==> src/rtl/decoder_pkg.sv <==
`default_nettype none
// ============================================================================
// Module      : decoder_pkg
// Description : Shared widths and the one-hot select helper for decoder_3to8.
// Revision    : 1.0 - initial release
// ============================================================================
package decoder_pkg;

    localparam int unsigned SEL_W = 3;
    localparam int unsigned OUT_W = 8;

    typedef logic [SEL_W-1:0] sel_t;
    typedef logic [OUT_W-1:0] onehot_t;

    // Equality compare per bit: an unknown select never matches, so the result is all-zero.
    function automatic onehot_t onehot_of(input sel_t sel);
        onehot_t res;
        res = '0;
        for (int i = 0; i < int'(OUT_W); i++) begin
            if (sel == SEL_W'(i)) begin
                res[i] = 1'b1;
            end
        end
        return res;
    endfunction

endpackage : decoder_pkg
`default_nettype wire

==> src/rtl/onehot_decode_core.sv <==
`default_nettype none
// ============================================================================
// Module      : onehot_decode_core
// Description : Pure combinational binary-to-one-hot decode, no gating.
// Revision    : 1.0 - initial release
// ============================================================================
module onehot_decode_core
    import decoder_pkg::*;
#(
    parameter int unsigned SEL_W = decoder_pkg::SEL_W,
    parameter int unsigned OUT_W = decoder_pkg::OUT_W
) (
    input  logic [SEL_W-1:0] i_sel,
    output logic [OUT_W-1:0] o_onehot
);

    always_comb begin
        o_onehot = onehot_of(i_sel);
    end

endmodule : onehot_decode_core
`default_nettype wire

==> src/rtl/decoder_3to8.sv <==
`default_nettype none
// ============================================================================
// Module      : decoder_3to8
// Description : Enable-gated 3-to-8 one-hot decoder with a registered copy.
// Revision    : 1.0 - initial release
// ============================================================================
module decoder_3to8
    import decoder_pkg::*;
#(
    parameter int unsigned SEL_W = decoder_pkg::SEL_W,
    parameter int unsigned OUT_W = decoder_pkg::OUT_W
) (
    input  logic             clk,
    input  logic             rst,
    input  logic [SEL_W-1:0] in,
    input  logic             en,
    output logic [OUT_W-1:0] out,
    output logic [OUT_W-1:0] out_q,
    output logic             valid_q
);

    logic [OUT_W-1:0] w_onehot;
    logic [OUT_W-1:0] w_out;
    logic [OUT_W-1:0] r_out_q;
    logic             r_valid_q;

    onehot_decode_core #(
        .SEL_W (SEL_W),
        .OUT_W (OUT_W)
    ) u_core (
        .i_sel    (in),
        .o_onehot (w_onehot)
    );

    // An if (rather than ?:) makes an unknown enable fall through to all-zero.
    always_comb begin
        w_out = '0;
        if (en == 1'b1) begin
            w_out = w_onehot;
        end
    end

    always_ff @(posedge clk) begin
        if (rst) begin
            r_out_q   <= '0;
            r_valid_q <= 1'b0;
        end else begin
            r_out_q   <= w_out;
            r_valid_q <= en;
        end
    end

    assign out     = w_out;
    assign out_q   = r_out_q;
    assign valid_q = r_valid_q;

    a_out_onehot0 : assert property (@(posedge clk) $onehot0(out));
    a_out_q_onehot0 : assert property (@(posedge clk) !$isunknown(out_q) |-> $onehot0(out_q));

endmodule : decoder_3to8
`default_nettype wire

==> config.mk <==
export PLATFORM = sky130hd
export DESIGN_NAME = decoder_3to8
export DESIGN_NICKNAME = d
export VERILOG_FILES = /design/src/rtl/decoder_pkg.sv /design/src/rtl/onehot_decode_core.sv /design/src/rtl/decoder_3to8.sv
export SDC_FILE = /design/constraint.sdc
export NUM_CORES = 1
export LEC_CHECK = 0
export ABC_AREA = 1
export CORE_AREA = 8 8 45 47
export CTS_CLUSTER_DIAMETER = 60
export DETAILED_ROUTE_END_ITERATION = 7
export DIE_AREA = 0 0 53 55
export SYNTH_ARGS = -nofsm -noshare
export SYNTH_HDL_FRONTEND = slang
export SYNTH_SLANG_ARGS = --single-unit
==> constraint.sdc <==
create_clock -name clk -period 1.67 [get_ports clk]
set_clock_uncertainty 0.15 [all_clocks]
set_input_delay 0.167 -clock clk [delete_from_list [all_inputs] [get_ports clk]]
set_output_delay 0.167 -clock clk [all_outputs]
set_load 0.02 [all_outputs]
==> summary.txt <==
Route
  – Via count: 361
  – TritonRoute pass-1 iters: 4
  – Wire per inst: 10.4 um
  – Drt drc: 0
  – Post-DR vias/cell: 3.97
  – Routed Antenna Nets: 0
  – Drt initial violations: 11
  – Final WL: 945 um

Synthesis
  – Syn Std Cell Area: 352 um^2
  – Yosys cell types: 9
  – Syn nets: 50
  – Syn avg cell area: 7.99 um^2
  – Synth warnings: 0
  – #FFs+latches synth: 9
  – Syn Inst Count: 44
  – Sequential element share of the synthesized area: 0.512

Placement
  – # placed instances: 87
  – RD Place Congestion: 0.756
  – Port-buffer cells: 22
  – Post-Place Setup Slack: -271 ps
  – Cell Area, Placed: 632 um^2
  – Final HPWL DP: 759 um

Final layout
  – N_diodes: 0
  – Finished Core Util: 0.450
  – Layout cells sized above 1: 0.333
  – Area grow syn2layout: 77.2%
  – Non-Filler Instances: 91
  – Layout net count: 82
  – Most common cell after layout, fill and taps aside: clkdlybuf4s50_1
  – # fillers: 147
  – Most frequent cells in the layout: 14 x clkdlybuf4s50_1, 11 x nor2_1, 9 x dfxtp_1
  – Fin area: 623 um^2

Timing
  – Unrepaired setup endpoints after global routing: no
  – Worst-margin pin slew: 442 ps
  – Worst slew margin: 0.704
  – Max Slew Vio Count: 0
  – Final number of hold-violating endpoints: 0
  – Part of the cycle the worst path needs: 0.966
  – Min cycle time layout: 1610 ps
  – Final WS setup: 56.2 ps
  – Final setup viols: 0
  – Fin Hold WS: 388 ps
  – Max Clk Rate: 0.620 GHz

Worst hold path
  – Hold Crit Class: in2reg
  – WHS Path Cells: 3

GRT
  – All-Layer GR Usage: 0.0690
  – Total grt overflow: 0
  – First-pass GRT wire length: 1.51 mm
  – Vias in the first global route: 396
  – Largest net degree at the start of global routing: 10
  – Antenna violations before repair: 0

Clocking
  – Htree depth: 1
  – Post-CTS Setup Bufs: 0
  – Max clock buf depth: 2
  – CTS sink count: 9
  – PostCTS Resize Cnt: 9
  – TritonCTS buffer count: 3
  – CTS tree: built
  – Root buffer cell: clkbuf_4
  – Clock-pin slew on the worst setup and hold paths: 60 ps
  – Cts hold-fix bufs: 0

Power and ir drop
  – Net Switching: 0.122 mW
  – P_leak: 0.296 nW
  – Sequential share of power: 0.470
  – Gate power share: 0.168
  – Sw Ratio: 0.260
  – Worst vdd ir: 0.329 mV
  – Clock network power share: 0.362
  – Pint: 0.346 mW
  – Cell Pwr Density: 751 mW/mm^2

Floorplan
  – Die area: 0.00292 mm^2
  – Core Region: 0.00138 mm^2
  – Floorplan row count: 14
  – I/O Pins: 23
  – Die height: 55 um
  – Die Wd: 53 um
  – Initial core utilization: 0.254

Setup path
  – Critical Path AT: 1300 ps
  – Crit Path Class: in2out
  – Worst setup EP type: primary output
  – Req. time, crit path: 1350 ps
  – Worst Path Max Fanout: 8
  – Worst Setup Start Kind: primary input

Job
  – Max_cap viols: 0

Status
  – Status: complete, no violations
==> path summary, 6_finish.rpt <==
| path | slack, ps | startpoint | to |
|---|---|---|---|
| worst max-delay path | 60 | en | out[5] |
| worst min-delay path | 390 | en | valid_q |
==> Yosys cell counts <==
library cell   n  area (um^2)
nor2_2         2         12.5
inv_2          1         3.75
buf_2          1         5.00
nand2_1        8         30.0
dfxtp_1        9          180
inv_1          6         22.5
nor3_2         5         50.1
nor2_1        11         41.3
nand2_2        1         6.26
==> cell families (layout without fill, tap and decap cells) <==
| family | after synthesis | after routing | share of synthesized area |
|---|---|---|---|
| flops | 9 | 9 | 0.512 |
| simple gates | 27 | 27 | 0.399 |
| buf+inv | 8 | 39 | 0.0889 |
==> power by group through the flow <==
stage	Combinational (mW)	Sequential [mW]	Clock (mW)
floorplan	0.0317	0.231	0
global placement	0.0837	0.225	0
detailed placement	0.0835	0.225	0
CTS	0.0803	0.220	0.177
global route	0.0856	0.221	0.186
finish	0.0785	0.220	0.169
==> layer usage <==
metal  wire (um)  GRT usage  vias to the layer above
li1            -          -                      193
met1         388     0.0688                      154
met2         486      0.119                       12
met3          61     0.0134                        2
met4           8     0.0647                        0
met5           0          0                        -
==> worst max-delay path, cell delays in order <==
cell and delay [ps]:
clkdlybuf4s50_1 530, nand2_2 150, nor2_1 140, clkdlybuf4s15_1 310
==> final cells by class <==
class / instances / area, um^2 / share of cell area
multi-input cells: 27 / 140 / 0.225
well taps: 16 / 20.0 / 0.0321
inverters: 7 / 26.3 / 0.0422
clock buffers: 4 / 26.3 / 0.0422
repair buffers: 28 / 230 / 0.369
flip-flops and latches: 9 / 180 / 0.289
==> flip-flops by register name, summed over array words and instances, names as in the netlist <==
register,cells
valid_q,1
out_q,8
==> metrics by stage <==
step,power (mW),TNS (ps)
6_report,0.468,0
3_3_place_gp,0.309,-2130
2_1_floorplan,0.263,0
4_1_cts,0.477,0
3_5_place_dp,0.309,-2040
5_1_grt,0.493,0
(Power assumes the default switching activity.)
